[config.mk]
export PLATFORM = sky130hd
export DESIGN_NAME = ic_id_inst_queue
export DESIGN_NICKNAME = d
export VERILOG_FILES = /design/src/rtl/ic_id_inst_queue.sv
export SDC_FILE = /design/constraint.sdc
export NUM_CORES = 1
export LEC_CHECK = 0
export CORE_MARGIN = 4
export CORE_UTILIZATION = 31
export CTS_CLUSTER_SIZE = 12
export DETAILED_ROUTE_END_ITERATION = 7
export GPL_TIMING_DRIVEN = 0
export PLACE_DENSITY_LB_ADDON = 0.08
export SYNTH_ARGS = -nofsm -noshare
export SYNTH_HDL_FRONTEND = slang
export SYNTH_SLANG_ARGS = --single-unit
[constraint.sdc]
create_clock -name clk -period 4.1 [get_ports clk]
set_clock_uncertainty 0.2 [all_clocks]
set_input_delay 0.41 -clock clk [delete_from_list [all_inputs] [get_ports clk]]
set_output_delay 0.41 -clock clk [all_outputs]
set_load 0.01 [all_outputs]
[src/rtl/ic_id_inst_queue.sv]
// ============================================================================
//  Module   : ic_id_inst_queue
//  Purpose  : Instruction queue and ID-stage output register between the
//             I-cache return path and the decoder; optional macro
//             IC_ID_QUEUE_BYPASS_EN lets an empty queue forward straight to ID.
//  Revision : 1.0  initial release
// ============================================================================
`default_nettype none

module ic_id_inst_queue #(
   parameter int DEPTH  = 4,
   parameter int INST_W = 32,
   parameter int PC_W   = 32,
   parameter int EXC_W  = 32
) (
   input  logic                       clk,
   input  logic                       rst,
   input  logic                       flush,
   input  logic                       br_e,
   input  logic                       hold,
   input  logic                       in_valid,
   input  logic [INST_W-1:0]          in_inst,
   input  logic [PC_W-1:0]            in_pc,
   input  logic [EXC_W-1:0]           in_exc,
   output logic                       in_ready,
   output logic                       out_valid,
   output logic [INST_W-1:0]          out_inst,
   output logic [PC_W-1:0]            out_pc,
   output logic [EXC_W-1:0]           out_exc,
   output logic [$clog2(DEPTH):0]     count
);

   localparam int PW = $clog2(DEPTH);
   localparam int CW = PW + 1;
   localparam int EW = EXC_W + PC_W + INST_W;
   localparam logic [CW-1:0] C_FULL = CW'(DEPTH);

   logic [EW-1:0] mem_q [DEPTH];
   logic [PW-1:0] head_q, head_d;
   logic [PW-1:0] tail_q, tail_d;
   logic [CW-1:0] count_q, count_d;
   logic          out_valid_q, out_valid_d;
   logic [EW-1:0] out_q, out_d;

   logic [EW-1:0] w_in_entry;
   logic          w_ready;
   logic          w_bypass;
   logic          w_pop;
   logic          w_wr;

   assign w_in_entry = {in_exc, in_pc, in_inst};
   assign w_ready    = (count_q != C_FULL);

`ifdef IC_ID_QUEUE_BYPASS_EN
   assign w_bypass = in_valid && (count_q == '0) && !hold;
`else
   assign w_bypass = 1'b0;
`endif

   assign w_pop = !hold && (count_q != '0);
   // Bypassed entries go straight to the output register and never touch storage.
   assign w_wr  = in_valid && w_ready && !w_bypass && !flush && !br_e;

   always_comb begin
      head_d      = head_q;
      tail_d      = tail_q;
      count_d     = count_q;
      out_valid_d = out_valid_q;
      out_d       = out_q;
      if (flush) begin
         head_d      = '0;
         tail_d      = '0;
         count_d     = '0;
         out_valid_d = 1'b0;
         out_d       = '0;
      end else if (br_e) begin
         head_d  = '0;
         tail_d  = '0;
         count_d = '0;
         // A held output register is the delay slot and survives the kill.
         if (!hold) begin
            out_valid_d = 1'b0;
            out_d       = '0;
         end
      end else begin
         if (w_bypass) begin
            out_valid_d = 1'b1;
            out_d       = w_in_entry;
         end else if (!hold) begin
            if (w_pop) begin
               out_valid_d = 1'b1;
               out_d       = mem_q[head_q];
               head_d      = head_q + PW'(1);
            end else begin
               out_valid_d = 1'b0;
               out_d       = '0;
            end
         end
         if (w_wr) begin
            tail_d = tail_q + PW'(1);
         end
         case ({w_wr, w_pop})
            2'b10:   count_d = count_q + CW'(1);
            2'b01:   count_d = count_q - CW'(1);
            default: count_d = count_q;
         endcase
      end
   end

   always_ff @(posedge clk) begin
      if (!rst) begin
         head_q      <= '0;
         tail_q      <= '0;
         count_q     <= '0;
         out_valid_q <= 1'b0;
         out_q       <= '0;
      end else begin
         head_q      <= head_d;
         tail_q      <= tail_d;
         count_q     <= count_d;
         out_valid_q <= out_valid_d;
         out_q       <= out_d;
      end
   end

   always_ff @(posedge clk) begin
      if (w_wr) begin
         mem_q[tail_q] <= w_in_entry;
      end
   end

   assign in_ready  = w_ready;
   assign out_valid = out_valid_q;
   assign out_inst  = out_q[INST_W-1:0];
   assign out_pc    = out_q[INST_W +: PC_W];
   assign out_exc   = out_q[EW-1 -: EXC_W];
   assign count     = count_q;

endmodule

`default_nettype wire

==> summary.md, run 1 <==
| Metric | Value |
|---|---|
| H-tree depth | `2` |
| Final period utilization | `0.817` |
| Layout cell share with drive strength beyond 1 | `0.195` |
| Die span in x | `245 um` |
| #FFs+latches synth | `490` |
| WL final | `41.6 mm` |
| Initial core utilization | `0.315` |
| Post-CTS sizing | `0` |
| Worst-path clk slew | `0.06 ns` |
| Clk_lat worst skew | `0.58 ns` |
| Clk pwr share | `0.451` |
| Critical path launch point type | `input port` |
| Hold-fix buffers, CTS | `0` |
| Port Buffers | `202` |
| Status | `finished, final reports clean` |
| TritonRoute pass-1 iters | `4` |
| Reg2reg start | `count[0]$_SDFFE_PP0P_` |
| Worst Setup SP | `hold` |
| Data required, critical path | `4.41 ns` |
| Initial antenna violation count | `7` |
| Initial drt markers | `437` |
| Die Y-Extent | `245 um` |
| CP Class | `in -> reg` |
| Placed cell area | `20600 um^2` |
| Post-synthesis average cell area | `22.0 um^2` |
| Worst Hold Slack | `0.260 ns` |
| Max Freq | `0.299 GHz` |
| Most common cell in the synthesized netlist | `edfxtp_1` |
| Tot GR Track Use | `0.138` |
| Synth top area share | `0.662` |
| Site row count | `86` |
| Ys async rst share | `0` |
| Post-synthesis cell area | `17400 um^2` |
| Top cells by count, synth | `edfxtp_1, dfxtp_1, a32o_1, mux4_2, clkbuf_1` |
| PD cells | `462 nW/um^2` |
| Crit. End Element | `register` |
| Vias | `8702` |
| DRC viols | `0` |
| Area leader, netlist | `edfxtp_1` |
| Post-Syn Nets | `898` |
| Tot Pwr | `0.0103 W` |
| I/O pin total | `203` |
| Peak VDD IR | `289 uV` |
| Tmin final | `3.35 ns` |
| Via density | `4.70` |
| RSZ-0062 raised after global routing | `no` |
| Synth warn | `0` |
| Final ANT Viol Nets | `0` |
| Post-synth EDFFs | `384` |
| Post-CTS setup buffers | `0` |
| Total core area | `55300 um^2` |
| CTS buffer count | `54` |
| Dpl hpwl | `25.0 mm` |
| Top FF cell, synth | `edfxtp_1` |
| Largest net degree at the start of global routing | `51` |
| Switch Pwr | `0.00203 W` |
| Internal power | `0.00827 W` |
| Max-Cap Viols | `0` |
| Placer Congestion | `0.645` |
| Max-Slew Margin vs Limit | `0.274` |
| Net Sw Frac | `0.197` |
| Max FO, Critical Path | `10` |
| Lkg Pwr | `6.93 nW` |
| Layout net count | `1163` |
| Fill cells | `5059` |
| Seq/Total Area, Yosys | `0.784` |
| Average wire per cell in the routed design | `22.5 um` |
| CTS root buffer | `clkbuf_16` |
| Synth top area cells | `edfxtp_1, mux4_2, dfxtp_1` |
| Grt ovf | `0` |
| Critical Path AT | `3.66 ns` |
| Fin area | `22300 um^2` |
| Worst-case clock buffer depth | `3` |
| Die area | `60000 um^2` |
| Global-route wire length before repair | `61.8 mm` |
| Final Hold Viols | `0` |
| Endpoints failing setup | `0` |
| Worst-margin pin slew | `1.09 ns` |
| Layout area overhead | `28.2%` |
| Vias in the first global route | `9494` |
| Worst min path class | `in -> reg` |
| Slew Limit Fails | `0` |
| Clock sinks | `490` |
| CTS tree | `done` |
| Distinct cells, synth | `28` |
| Combinational share of power | `0.026` |
| Hold path startpoint | `in_exc[17]` |
| Post-synthesis cell count | `790` |
| Sequential share of power | `0.523` |
routing by layer:
layer	track usage	vias up	wire length [um]	share of wire
li1	-	3919	-	-
met1	0.172	4527	17300	0.42
met2	0.237	187	20900	0.50
met3	0.0385	59	2530	0.061
met4	0.0361	10	744	0.018
met5	0	-	79	0.0019
stage by stage:
step	std cells	TNS [ns]	utilization	setup WS (ns)
after global routing	1847	0	0.403	0.568
after floorplan	790	0	-	0.307
after detailed placement	1747	0	0.372	0.0420
after CTS	1847	0	0.403	0.692
after global placement	1740	-1066.43	0.368	-2.84
final	1850	0	0.404	0.752
worst max-delay path, stage by stage:
cell and delay (ns):
clkdlybuf4s50_1 0.61, clkbuf_1 0.84, clkbuf_1 0.68, nor2_1 0.12, ha_1 0.24, inv_1 0.07
fa_1 0.17, xor2_1 0.07, or3_1 0.30, a21oi_1 0.13
final timing paths:
check	end	slack [ns]	cells after the start
setup / recovery	count[2]$_SDFFE_PP0P_	0.75	10
hold / removal	mem_q[2][81]$_DFFE_PP_	0.26	1
setup reg to reg	mem_q[1][81]$_DFFE_PP_	1.58	4
hold reg to reg	out_valid$_SDFFE_PP0N_	0.27	2
registers in the layout, indices dropped and copies added (netlist names), named ones only:
name       flops
out_valid      1
tail_q         2
out_q         96
mem_q        384
count          3
head_q         2
placed cells by master, fill, tap and decap left out, types with 4 or more instances in the layout:
master / count
o21ai_0: 4
buf_16: 7
clkbuf_16: 56
a32o_1: 96
buf_4: 4
dfxtp_1: 106
inv_1: 8
buf_6: 6
mux4_2: 96
nor2_1: 5
ha_1: 5
clkbuf_8: 11
clkbuf_1: 48
and3_4: 4
edfxtp_1: 384
clkinv_2: 11
buf_2: 13
a21oi_1: 8
clkdlybuf4s50_1: 202
area by class of cell:
class	count	area, um^2	area share
Tap cell	748	936	0.0419
Antenna cell	3	7.51	0.000336
Clock buffer	84	1620	0.0724
Sequential cell	490	13700	0.612
Clock inverter	16	109	0.00488
Multi-Input combinational cell	237	3470	0.155
Timing Repair Buffer	209	2210	0.0992
Buffer	55	283	0.0127
Inverter	8	30.0	0.00135
power groups by stage:
stage / clock (W) / sequential [W] / combinational, W
floorplan: 0 / 0.00550 / 0.0000754
global placement: 0 / 0.00550 / 0.000261
detailed placement: 0 / 0.00550 / 0.000270
CTS: 0.00483 / 0.00539 / 0.000271
finish: 0.00465 / 0.00539 / 0.000263
global route: 0.00504 / 0.00539 / 0.000287
kinds of logic after synthesis:
kind of cell	after synthesis	share of synthesized area
AOI/OAI and AO/OA	109	0.0591
and+or+nand+nor	24	0.00905
muxes	96	0.124
adders and majority gates	6	0.00474
xor gates and xnor gates	2	0.00101
DFF	490	0.784
buffers and inverters	63	0.0180
Power figures use the tool's default switching activity.
==> run 2: changes to the inputs <==
==> constraint.sdc (replaced) <==
create_clock -name clk -period 3.5 [get_ports clk]
set_clock_uncertainty 0.2 [all_clocks]
set_input_delay 0.35 -clock clk [delete_from_list [all_inputs] [get_ports clk]]
set_output_delay 0.35 -clock clk [all_outputs]
set_load 0.01 [all_outputs]
==> run 2 against run 1 <==
Against the previous run:
- wire length rose by 1.3%
- via count rose by 1.1%
- design area fell by 0.41%
- die area did not move
- sequential share of layout area rose by 0.25 points
- utilization fell by 0.17 points
- largest cell class unchanged
==> summary.md, run 2 (same netlist as run 1, synthesis figures left out) <==
| Metric | Value |
|---|---|
| Status | `finished, final reports clean (unchanged)` |
| CP peak stage delay | `0.68 ns (was 0.84 ns)` |
| H-tree depth | `2 (unchanged)` |
| Lkg Pwr | `6.87 nW (was 6.93 nW)` |
| CP Class | `in -> reg (unchanged)` |
| Most flop-heavy register | `mem_q (unchanged)` |
| DRC viols | `0 (unchanged)` |
| Placed cell area | `20600 um^2 (about the same)` |
| Final period utilization | `0.914` |
| Post-CTS setup buffers | `0 (unchanged)` |
| Placer Congestion | `0.644 (was 0.645)` |
| WL final | `42.1 mm (was 41.6 mm)` |
| Worst-case clock buffer depth | `3 (unchanged)` |
| Grt ovf | `0 (unchanged)` |
| Worst-path clk slew | `0.06 ns (about the same)` |
| Tot Pwr | `0.0118 W (was 0.0103 W)` |
| RSZ-0062 raised after global routing | `no (unchanged)` |
| Die Y-Extent | `245 um (unchanged)` |
| Initial core utilization | `0.315 (unchanged)` |
| Clk_lat worst skew | `0.57 ns (was 0.58 ns)` |
| PD cells | `530 nW/um^2 (was 462 nW/um^2)` |
| Hold-fix buffers, CTS | `0 (unchanged)` |
| Peak VDD IR | `315 uV (was 289 uV)` |
| Dpl hpwl | `25.2 mm (was 25.0 mm)` |
| CTS tree | `done (unchanged)` |
| Max FFs per register | `384 (unchanged)` |
| Port Buffers | `202 (unchanged)` |
| Critical path launch point type | `input port (unchanged)` |
| Data required, critical path | `3.80 ns (was 4.41 ns)` |
| Post-layout util | `0.402 (was 0.404)` |
| Layout net count | `1162 (was 1163)` |
| Vias in the first global route | `9737 (was 9494)` |
| Layout area overhead | `27.6% (was 28.2%)` |
| Total core area | `55300 um^2 (unchanged)` |
| CTS root buffer | `clkbuf_16 (unchanged)` |
| Initial antenna violation count | `4 (was 7)` |
| Critical Path AT | `3.50 ns (was 3.66 ns)` |
| Critical path, cell by cell | `clkdlybuf4s50_1 -> clkdlybuf4s15_1 -> clkbuf_1 -> nor2_1 -> ha_1 -> inv_1 -> fa_1 -> xor2_1 -> or3_1 -> a21oi_1 (was clkdlybuf4s50_1 -> clkbuf_1 -> clkbuf_1 -> nor2_1 -> ha_1 -> inv_1 -> fa_1 -> xor2_1 -> or3_1 -> a21oi_1)` |
| Tot GR Track Use | `0.140 (was 0.138)` |
| Max Freq | `0.313 GHz` |
| Largest net degree at the start of global routing | `46 (was 51)` |
| Initial drt markers | `472 (was 437)` |
| Average wire per cell in the routed design | `22.8 um (was 22.5 um)` |
| Worst-margin pin slew | `0.820 ns (was 1.09 ns)` |
| Via density | `4.77 (was 4.70)` |
| Endpoints failing setup | `0 (unchanged)` |
| CP delay by family, top | `buffers and inverters (unchanged)` |
| CTS buffer count | `52 (was 54)` |
| Crit. End Element | `register (unchanged)` |
| CP bufs+invs | `4 (unchanged)` |
| Final ANT Viol Nets | `0 (unchanged)` |
| Max-Slew Margin vs Limit | `0.454 (was 0.274)` |
| Site row count | `86 (unchanged)` |
| Fin area | `22200 um^2 (was 22300 um^2)` |
| Max FO, Critical Path | `10 (unchanged)` |
| Most frequent cells in the layout | `edfxtp_1, clkdlybuf4s50_1, dfxtp_1, mux4_2, a32o_1 (unchanged)` |
| Global-route wire length before repair | `62.9 mm (was 61.8 mm)` |
| Clock sinks | `490 (unchanged)` |
| Tmin final | `3.20 ns` |
| Worst Hold Slack | `0.211 ns (was 0.260 ns)` |
| Final Hold Viols | `0 (unchanged)` |
| Vias | `8794 (was 8702)` |
| Worst min path class | `in -> reg (unchanged)` |
| Die area | `60000 um^2 (unchanged)` |
| CP max-delay cell | `clkdlybuf4s15_1 (was clkbuf_1)` |
| Layout cell share with drive strength beyond 1 | `0.185 (was 0.195)` |
| Die span in x | `245 um (unchanged)` |
| I/O pin total | `203 (unchanged)` |
| Slew Limit Fails | `0 (unchanged)` |
| TritonRoute pass-1 iters | `4 (unchanged)` |
| Most common cell after layout, fill and taps aside | `edfxtp_1 (unchanged)` |
| Max-Cap Viols | `0 (unchanged)` |
## run 2: repair_timing
| action | CTS | global route |
|---|---|---|
| hold endpoints to repair | 0 | 0 |
| gates resized for setup | 0 | 2 |
| setup endpoints to repair | 0 | 1 |
## run 2: final timing paths
kind                     startpoint  slack (ns)  cells past startpoint                     end
max                            hold        0.30                     10   count[2]$_SDFFE_PP0P_
min                      in_exc[27]        0.21                      1  mem_q[1][91]$_DFFE_PP_
max reg2reg   count[2]$_SDFFE_PP0P_        1.08                      9   count[2]$_SDFFE_PP0P_
min reg2reg  out_valid$_SDFFE_PP0N_        0.28                      2  out_valid$_SDFFE_PP0N_
## run 2: per-stage QoR
stage,setup TNS (ns),std cells,setup WS [ns]
floorplan,0,790,0.847
global placement,-443.93,1740,-1.18
detailed placement,-1.03,1748,-0.473
CTS,0,1843,0.149
global route,0,1843,0.0141
finish,0,1844,0.302
## run 2: layout make-up
class | count | area (um^2)
Antenna cell | 1 | 2.50
Buffer | 55 | 289
Clock buffer | 80 | 1540
Clock inverter | 15 | 66.3
Fill cell | 5068 | 33100
Inverter | 8 | 30.0
Multi-Input combinational cell | 237 | 3470
Sequential cell | 490 | 13700
Tap cell | 748 | 936
Timing Repair Buffer | 210 | 2240
## run 2: where the power goes
group | internal, W | switching, W | leakage (nW)
sequential | 0.00631 | 0.00000809 | 4.32
combinational | 0.000149 | 0.000161 | 1.77
clock | 0.00300 | 0.00215 | 0.787
## run 2: layer usage
layer  up-vias  global-route usage  part of all wire
met5         -                   0           0.00097
met4         6              0.0376             0.018
met3        60              0.0358             0.054
met2       203               0.235              0.50
met1      4597               0.182              0.43
li1       3928                   -                 -
